## src/rtl/dmem_arb_pkg.sv

```systemverilog
// Shared types and address map for the data-memory arbiter.
package dmem_arb_pkg;

  typedef enum logic [2:0] {
    IDLE,
    WR,
    RD,
    RESP,
    ERR
  } state_t;

  localparam int unsigned NUM_BANK_BASES = 3;
  localparam logic [31:0] BANK0_BASE     = 32'h0000_0000;
  localparam logic [31:0] BANK1_BASE     = 32'h0001_0000;
  localparam logic [31:0] BANK2_BASE     = 32'h0002_0000;
  localparam logic [31:0] BANK_SPAN      = 32'h0001_0000;

  // An address is mapped when its 64K-aligned base matches one of the first
  // bank_count bank bases; this implies addr[31:18]==0 and addr[17:16]<bank_count.
  function automatic logic addr_mapped(input logic [31:0] addr,
                                       input int unsigned bank_count);
    logic [31:0] base;
    logic [31:0] bases [NUM_BANK_BASES];
    logic        hit;
    base     = addr & ~(BANK_SPAN - 32'd1);
    bases[0] = BANK0_BASE;
    bases[1] = BANK1_BASE;
    bases[2] = BANK2_BASE;
    hit      = 1'b0;
    for (int unsigned b = 0; b < NUM_BANK_BASES; b++) begin
      if ((b < bank_count) && (base == bases[b])) begin
        hit = 1'b1;
      end
    end
    return hit;
  endfunction

endpackage

```

## src/rtl/rr_arbiter2.sv

```systemverilog
// Two-way round-robin arbiter; last_grant advances only on an enabled grant.
module rr_arbiter2 (
  input  logic       clk,
  input  logic       rst,
  input  logic [1:0] req,
  input  logic       en,
  output logic [1:0] grant
);

  logic last_grant;

  // Grant a lone requester outright; on contention favour the one not served last.
  always_comb begin
    grant = '0;
    case (req)
      2'b01:   grant = 2'b01;
      2'b10:   grant = 2'b10;
      2'b11:   grant = last_grant ? 2'b01 : 2'b10;
      default: grant = '0;
    endcase
  end

  // Remember which requester won the most recent enabled arbitration.
  always_ff @(posedge clk) begin
    if (rst) begin
      last_grant <= 1'b1;
    end else if (en && (|req)) begin
      last_grant <= grant[1];
    end
  end

endmodule

```

## src/rtl/dmem_arbiter.sv

```systemverilog
// Round-robin arbiter and sequencer for single-word accesses to the banked
// data memory: latches the winner's operands, strobes writes, waits out the
// read latency and returns data with a one-cycle ack.
module dmem_arbiter
  import dmem_arb_pkg::*;
#(
  parameter int unsigned ADDR_W     = 32,
  parameter int unsigned DATA_W     = 32,
  parameter int unsigned READ_LAT   = 2,
  parameter int unsigned BANK_COUNT = 3
) (
  input  logic              CLK,
  input  logic              RST,
  input  logic [1:0]        req_i,
  input  logic [1:0]        we_i,
  input  logic [ADDR_W-1:0] addr0_i,
  input  logic [ADDR_W-1:0] addr1_i,
  input  logic [DATA_W-1:0] wdata0_i,
  input  logic [DATA_W-1:0] wdata1_i,
  output logic [1:0]        ack_o,
  output logic              err_o,
  output logic [DATA_W-1:0] rdata_o,
  output logic [ADDR_W-1:0] mem_address_o,
  output logic [DATA_W-1:0] mem_data_o,
  output logic              mem_wren_o,
  input  logic [DATA_W-1:0] mem_data_i
);

  localparam int unsigned CNT_W = (READ_LAT > 1) ? $clog2(READ_LAT) : 1;
  localparam logic [CNT_W-1:0] CNT_LAST = CNT_W'(READ_LAT - 1);

  state_t            state_q, state_d;
  logic [CNT_W-1:0]  cnt_q;
  logic [ADDR_W-1:0] addr_q;
  logic [DATA_W-1:0] wdata_q;
  logic              we_q;
  logic [1:0]        gnt_q;

  logic [1:0]        grant;
  logic              arb_en;
  logic              sel;
  logic              sel_we;
  logic              sel_mapped;
  logic [ADDR_W-1:0] sel_addr;
  logic [DATA_W-1:0] sel_wdata;

  assign arb_en = (state_q == IDLE);

  rr_arbiter2 u_arb (
    .clk   (CLK),
    .rst   (RST),
    .req   (req_i),
    .en    (arb_en),
    .grant (grant)
  );

  // Steer the winning requester's operands toward the latch.
  always_comb begin
    sel        = grant[1];
    sel_addr   = sel ? addr1_i  : addr0_i;
    sel_wdata  = sel ? wdata1_i : wdata0_i;
    sel_we     = sel ? we_i[1]  : we_i[0];
    sel_mapped = addr_mapped(32'(sel_addr), BANK_COUNT);
  end

  // Next-state selection for the transaction sequencer.
  always_comb begin
    state_d = state_q;
    case (state_q)
      IDLE: begin
        if (|req_i) begin
          if (!sel_mapped) begin
            state_d = ERR;
          end else if (sel_we) begin
            state_d = WR;
          end else begin
            state_d = RD;
          end
        end
      end
      RD:      state_d = (cnt_q == CNT_LAST) ? RESP : RD;
      WR:      state_d = IDLE;
      RESP:    state_d = IDLE;
      ERR:     state_d = IDLE;
      default: state_d = IDLE;
    endcase
  end

  // State, read-latency counter and operand latch; operands freeze at grant.
  always_ff @(posedge CLK) begin
    if (RST) begin
      state_q <= IDLE;
      cnt_q   <= '0;
      addr_q  <= '0;
      wdata_q <= '0;
      we_q    <= 1'b0;
      gnt_q   <= '0;
    end else begin
      state_q <= state_d;
      cnt_q   <= (state_q == RD) ? cnt_q + 1'b1 : '0;
      if ((state_q == IDLE) && (|req_i)) begin
        addr_q  <= sel_addr;
        wdata_q <= sel_wdata;
        we_q    <= sel_we;
        gnt_q   <= grant;
      end
    end
  end

  // Per-state outputs: ack goes to the latched winner, data only while responding.
  always_comb begin
    ack_o      = '0;
    err_o      = 1'b0;
    rdata_o    = '0;
    mem_wren_o = 1'b0;
    case (state_q)
      WR: begin
        mem_wren_o = we_q;
        ack_o      = gnt_q;
      end
      RESP: begin
        ack_o   = gnt_q;
        rdata_o = mem_data_i;
      end
      ERR: begin
        ack_o = gnt_q;
        err_o = 1'b1;
      end
      default: ;
    endcase
  end

  assign mem_address_o = addr_q;
  assign mem_data_o    = wdata_q;

endmodule

```

## config.mk

```make
export PLATFORM = sky130hd
export DESIGN_NAME = dmem_arbiter
export DESIGN_NICKNAME = d
export VERILOG_FILES = /design/src/rtl/dmem_arb_pkg.sv /design/src/rtl/rr_arbiter2.sv /design/src/rtl/dmem_arbiter.sv
export SDC_FILE = /design/constraint.sdc
export NUM_CORES = 1
export LEC_CHECK = 0
export CAP_MARGIN = 10
export CORE_AREA = 10 10 94 96
export CTS_CLUSTER_DIAMETER = 50
export CTS_CLUSTER_SIZE = 28
export DETAILED_ROUTE_END_ITERATION = 8
export DIE_AREA = 0 0 104 106
export DONT_BUFFER_PORTS = 1
export PLACE_DENSITY_LB_ADDON = 0.08
export SLEW_MARGIN = 20
export SYNTH_ARGS = -nofsm -noshare
export SYNTH_HDL_FRONTEND = slang
export SYNTH_SLANG_ARGS = --single-unit
export TNS_END_PERCENT = 1
```

## constraint.sdc

```tcl
create_clock -name CLK -period 1.51 [get_ports CLK]
set_clock_uncertainty 0.1 [all_clocks]
set_input_delay 0.2265 -clock CLK [delete_from_list [all_inputs] [get_ports CLK]]
set_output_delay 0.2265 -clock CLK [all_outputs]
set_load 0.02 [all_outputs]
```

Yosys cells after proc, flatten, opt, wreduce, memory -nomap -nowiden
Cells that the tools add are included.
{"block": "word_totals", "ff_bits": 72, "input_bits": 166, "out_inout_bits": 100, "elab_cells": 42}
{"block": "op_classes", "add_sub_neg": 1, "n_eq_ne": 10, "n_mux": 17, "bitwise_logic": 1, "n_reduce_logical": 6}
{"op": "2-to-1 mux 32 bit", "count": 3}
{"op": "zero test 32 bit", "count": 1}
{"op": "equality test 16 x 1 -> 1 bit (second input constant)", "count": 1}
{"op": "equality test 16 x 2 -> 1 bit (second input constant)", "count": 1}
{"op": "2-to-1 mux 1 bit", "count": 7}
{"op": "equality test 3 x 2 -> 1 bit (second input constant)", "count": 2}
{"op": "2-to-1 mux 2 bit", "count": 3}
{"op": "2-to-1 mux 3 bit", "count": 2}
{"op": "one-hot mux 2 bit (3 select lines)", "count": 1}
{"op": "one-hot mux 3 bit (2 select lines)", "count": 1}
{"op": "equality test 2 bit (second input constant)", "count": 2}
{"op": "OR reduction 2 bit", "count": 2}
{"op": "equality test 3 x 1 -> 1 bit (second input constant)", "count": 1}
{"op": "equality test 3 bit (second input constant)", "count": 1}
{"op": "zero test 3 bit", "count": 1}
{"op": "OR reduction 3 bit", "count": 1}
{"op": "equality test 2 x 1 -> 1 bit (second input constant)", "count": 1}
{"op": "inequality test 2 bit (second input constant)", "count": 1}
{"op": "adder 1 bit (second input constant)", "count": 1}
{"op": "logical AND 1 bit", "count": 1}
{"op": "inverter 1 bit", "count": 1}

Logic depth before layout (Yosys ltp)
{"block": "depth", "ltp_word": 10, "ltp_mapped": 7, "mapped_depth_nobuf": 5}

Cells and area by module
A second synthesis with hierarchy kept.
{"block": "hier_totals", "cells_unflattened": 377, "area_unflattened_um2": 3507.1}
{"module": "dmem_arbiter", "n_inst": 1, "cells_per_inst": 370, "area_per_inst_um2": 3445.8, "seq_area_each_um2": 1421.4}
{"module": "rr_arbiter2", "n_inst": 1, "cells_per_inst": 7, "area_per_inst_um2": 61.3, "seq_area_each_um2": 20.0}

Worst setup path after synthesis
OpenSTA, ideal clock, no wires.
{"block": "synth_path", "path_type": "register -> output", "from": "reg state_q[2]", "to": "out ack_o[0]", "t_arrival_ps": 1450, "required_time_ps": 1183, "slack_ps": -266, "path_stages_with_launch": 5, "path_buffers": 0, "cell_sequence": "dfxtp_1 -> inv_1 -> nor3_1 -> a21oi_1 -> nor2b_1"}
{"block": "synth_via", "elab_chain_len": 3, "word_cells_on_any_way": 5, "classes_between": "eq/ne: 3; mux: 1; reduce/logical: 1"}
{"item": "start, declared", "line_no": "dmem_arbiter.sv:32", "text": "state_t state_q, state_d;"}
{"item": "start signal, assigned", "line_no": "dmem_arbiter.sv:99", "text": "state_q <= state_d;"}
{"item": "equality test 3 x 1 -> 1 bit, or another cell as far along", "line_no": "dmem_arbiter.sv:116", "text": "case (state_q)"}
{"item": "OR reduction 3 bit (no line) *"}
{"item": "2-to-1 mux 2 bit *", "line_no": "dmem_arbiter.sv:116"}
{"item": "end, declared", "line_no": "dmem_arbiter.sv:20", "text": "output logic [1:0] ack_o,"}
Mark *: on every way between the ends. The rest lies on a longest branch, timed or not.

Final worst setup path
{"block": "layout_path", "from": "reg state_q[2]", "to": "out rdata_o[7]"}
{"block": "layout_via", "elab_chain_len": 2}
{"item": "equality test 3 x 2 -> 1 bit", "line_no": "dmem_arbiter.sv:116"}
{"item": "2-to-1 mux 32 bit", "line_no": "dmem_arbiter.sv:116"}
{"item": "end, declared", "line_no": "dmem_arbiter.sv:22", "text": "output logic [DATA_W-1:0] rdata_o,"}
No other way between the ends.

==> reports/results.ini <==
[run_status]
status=finished with violations
failed_checks=hold timing, setup timing

[hold_path]
hold_end=mem_address_o[16]
hold_path.class=input port to flop
hp-start=RST
min_path_cells=1

[grt]
antenna_found_initial=0
grt_pass1_vias=2751
grt_pass1_wl_um=16200
grt_start_max_net_pins=70
grt_usage=0.183
grt_overflow_total=0

[placement]
gp_congestion=0.850
dpl.hpwl_um=8750
port_buffers=0

[final_layout]
fillers=644
most-common-layout-cells=nor2_1 (70), dfxtp_1 (69), mux2i_1 (65)
final_nets=544
syn_to_final_growth_pct=18.1
drive_gt1_frac=0.211
final_common_cell=nor2_1
num_antenna_cells=0

[floorplanning]
initial_core_util=0.487
fp.dieArea_mm2=0.0110
ioPinCount=266
rows=31
die_x_um=104
fp.dieH_um=106
fp.coreArea_mm2=0.00706

[critical_path]
rr_startpoint=state_q[2]
path_max_fanout=8
arrival_ns=1.37
worstPathRequired_ns=1.18
r2r_slack_ns=-0.12
worstSetupEndpointType=output pin
worstSetupStartpointType=flop
crit-reg2reg-capture=mem_data_o[27]
crit_type=flop to output pin
reg2reg_depth=5

[pwr]
p_leak_uw=0.00158
ir_drop_mv=0.668
p_per_area_mw_per_mm2=1170
power_uw=4760

[drt]
routedLengthMet1_um=4060
dr_wl_met3_um=1260
wire_per_inst_um=23.0
drtIter0Drc=80
wl_met2_um=5570
route.detailed.drc=0
vias_per_cell=5.72
top_layer_used=met4
wirelength_um=11100
vias=2757
drt-pass1-iter-count=4
antenna_left=0

[synth]
synth_edf_count=0
synth.distinct_cells=29
syn_nets=544
synth-seq-area-share=0.419
synth_top_family_by_area=multiplexers
syn_avg_cell_area_um2=9.10
ys.flop_type=dfxtp_1
synth_adder_area_share=0
syn_inst=378
ys_seq_elements=72
synth_top_area_frac=0.419
synth_area_leaders=dfxtp_1 (42%), mux2i_1 (19%), a211oi_1 (14%), nor2_1 (7.6%), and2_1 (5.8%)
synth_xor_area_frac=0
ys_async_sr_fraction=0
synth.largest_area_cell=dfxtp_1
synth_area_mm2=0.00344
synth_compound_area_frac=0.162
synth-simple-area-share=0.187
ys_warn_count=0
synth_mux_area_frac=0.189

[sta]
hold_viol_final=68
setup_viol=102
whs_ns=-0.149
timing.fmax_mhz=588
worst_pin_slew_ns=0.397
worst_slack_ns=-0.189
period_minus_slack_ns=1.70
slew_headroom=0.735
rsz0062_at_grt=yes
setup_tns_ns=-8.65
fin_crit_sh=1.13
drv_slew=0

[job]
maxCapViolations=0

[cts]
htree_levels=3
hold_buffers=2
clock-sinks=72
cts_made_buffers=9
cts-root-buf=clkbuf_8
clk_latency_ns=0.33
clock_path_buffers=2
clk_pin_slew_worst_paths_ns=0.08
cts_tree=built

[where the power goes]
part | total (uW) | leakage, uW | switching (uW) | internal (uW)
clock | 1700 | 0.000106 | 722 | 974
sequential | 2440 | 0.000600 | 352 | 2080
combinational | 625 | 0.000876 | 320 | 305
total | 4760 | 0.00158 | 1390 | 3360
[how the worst max path moves through the flow]
stage	start	endpoint	cells past startpoint
final	state_q[2]	rdata_o[7]	4
after global routing	state_q[2]	rdata_o[7]	4
after CTS	state_q[2]	rdata_o[5]	5
after detailed placement	addr1_i[29]	state_q[0]	5
after global placement	addr1_i[29]	state_q[0]	5
after floorplan	state_q[2]	ack_o[0]	4
[state kept, by name, summed over array words and instances (netlist names)]
name	count
mem_address_o	32
we_q	1
cnt_q	1
gnt_q	2
mem_data_o	32
u_arb.last_grant	1
state_q	3
[worst max-delay path, cell delays in order, from the launching register on]
cell and delay [ns]:
dfxtp_4 0.37, inv_4 0.07, and3_4 0.23, buf_12 0.12
and2_1 0.26
[cells in the mapped netlist (2+ instances only)]
library cell,n
a211oi_1,66
a21oi_1,2
and2_1,32
buf_2,11
clkbuf_1,22
dfxtp_1,72
mux2i_1,65
nand2_1,6
nor2_1,70
nor2b_1,5
nor3_1,3
nor3_2,2
nor3b_1,2
nor4_1,5
[cell type report]
cell class | count | area, um^2 | area share
Timing Repair Buffer | 23 | 295 | 0.0726
Inverter | 1 | 6.26 | 0.00154
Sequential cell | 72 | 1450 | 0.356
Clock inverter | 5 | 80.1 | 0.0197
Clock buffer | 11 | 141 | 0.0348
Tap cell | 99 | 124 | 0.0305
Multi-Input combinational cell | 271 | 1970 | 0.485
[repair_timing]
action | 4_1_cts | 5_1_grt
endpoints found under the setup margin | 103 | 104
hold endpoints to repair | 69 | 68
pin swaps | 1 | 25
resized for setup | 37 | 32
buffers inserted | 0 | 1
gates cloned | 0 | 2
[cells by family (layout without fill, tap and decap cells)]
family,after synthesis,in the layout
AO/OA/AOI/OAI,75,75
buffers and inverters,35,40
flip-flops,72,72
multiplexers,65,65
AND/OR/NAND/NOR,131,131
[metal layers]
metal	track usage	vias to the layer above
li1	-	1371
met2	0.309	148
met4	0.0646	0
met5	0	-
met3	0.0882	13
met1	0.197	1225
[through the flow]
| step | hold WS (ns) | utilization | cell area (um^2) | setup slack (ns) | instances |
|---|---|---|---|---|---|
| floorplan | 0.292 | - | 3460 | -0.0605 | 378 |
| global placement | 0.211 | 0.518 | 3650 | -0.266 | 461 |
| detailed placement | 0.214 | 0.518 | 3650 | -0.324 | 461 |
| CTS | -0.165 | 0.560 | 3950 | -0.221 | 479 |
| global route | -0.170 | 0.576 | 4070 | -0.248 | 482 |
| finish | -0.149 | 0.576 | 4070 | -0.189 | 482 |
(Power assumes the default switching activity.)
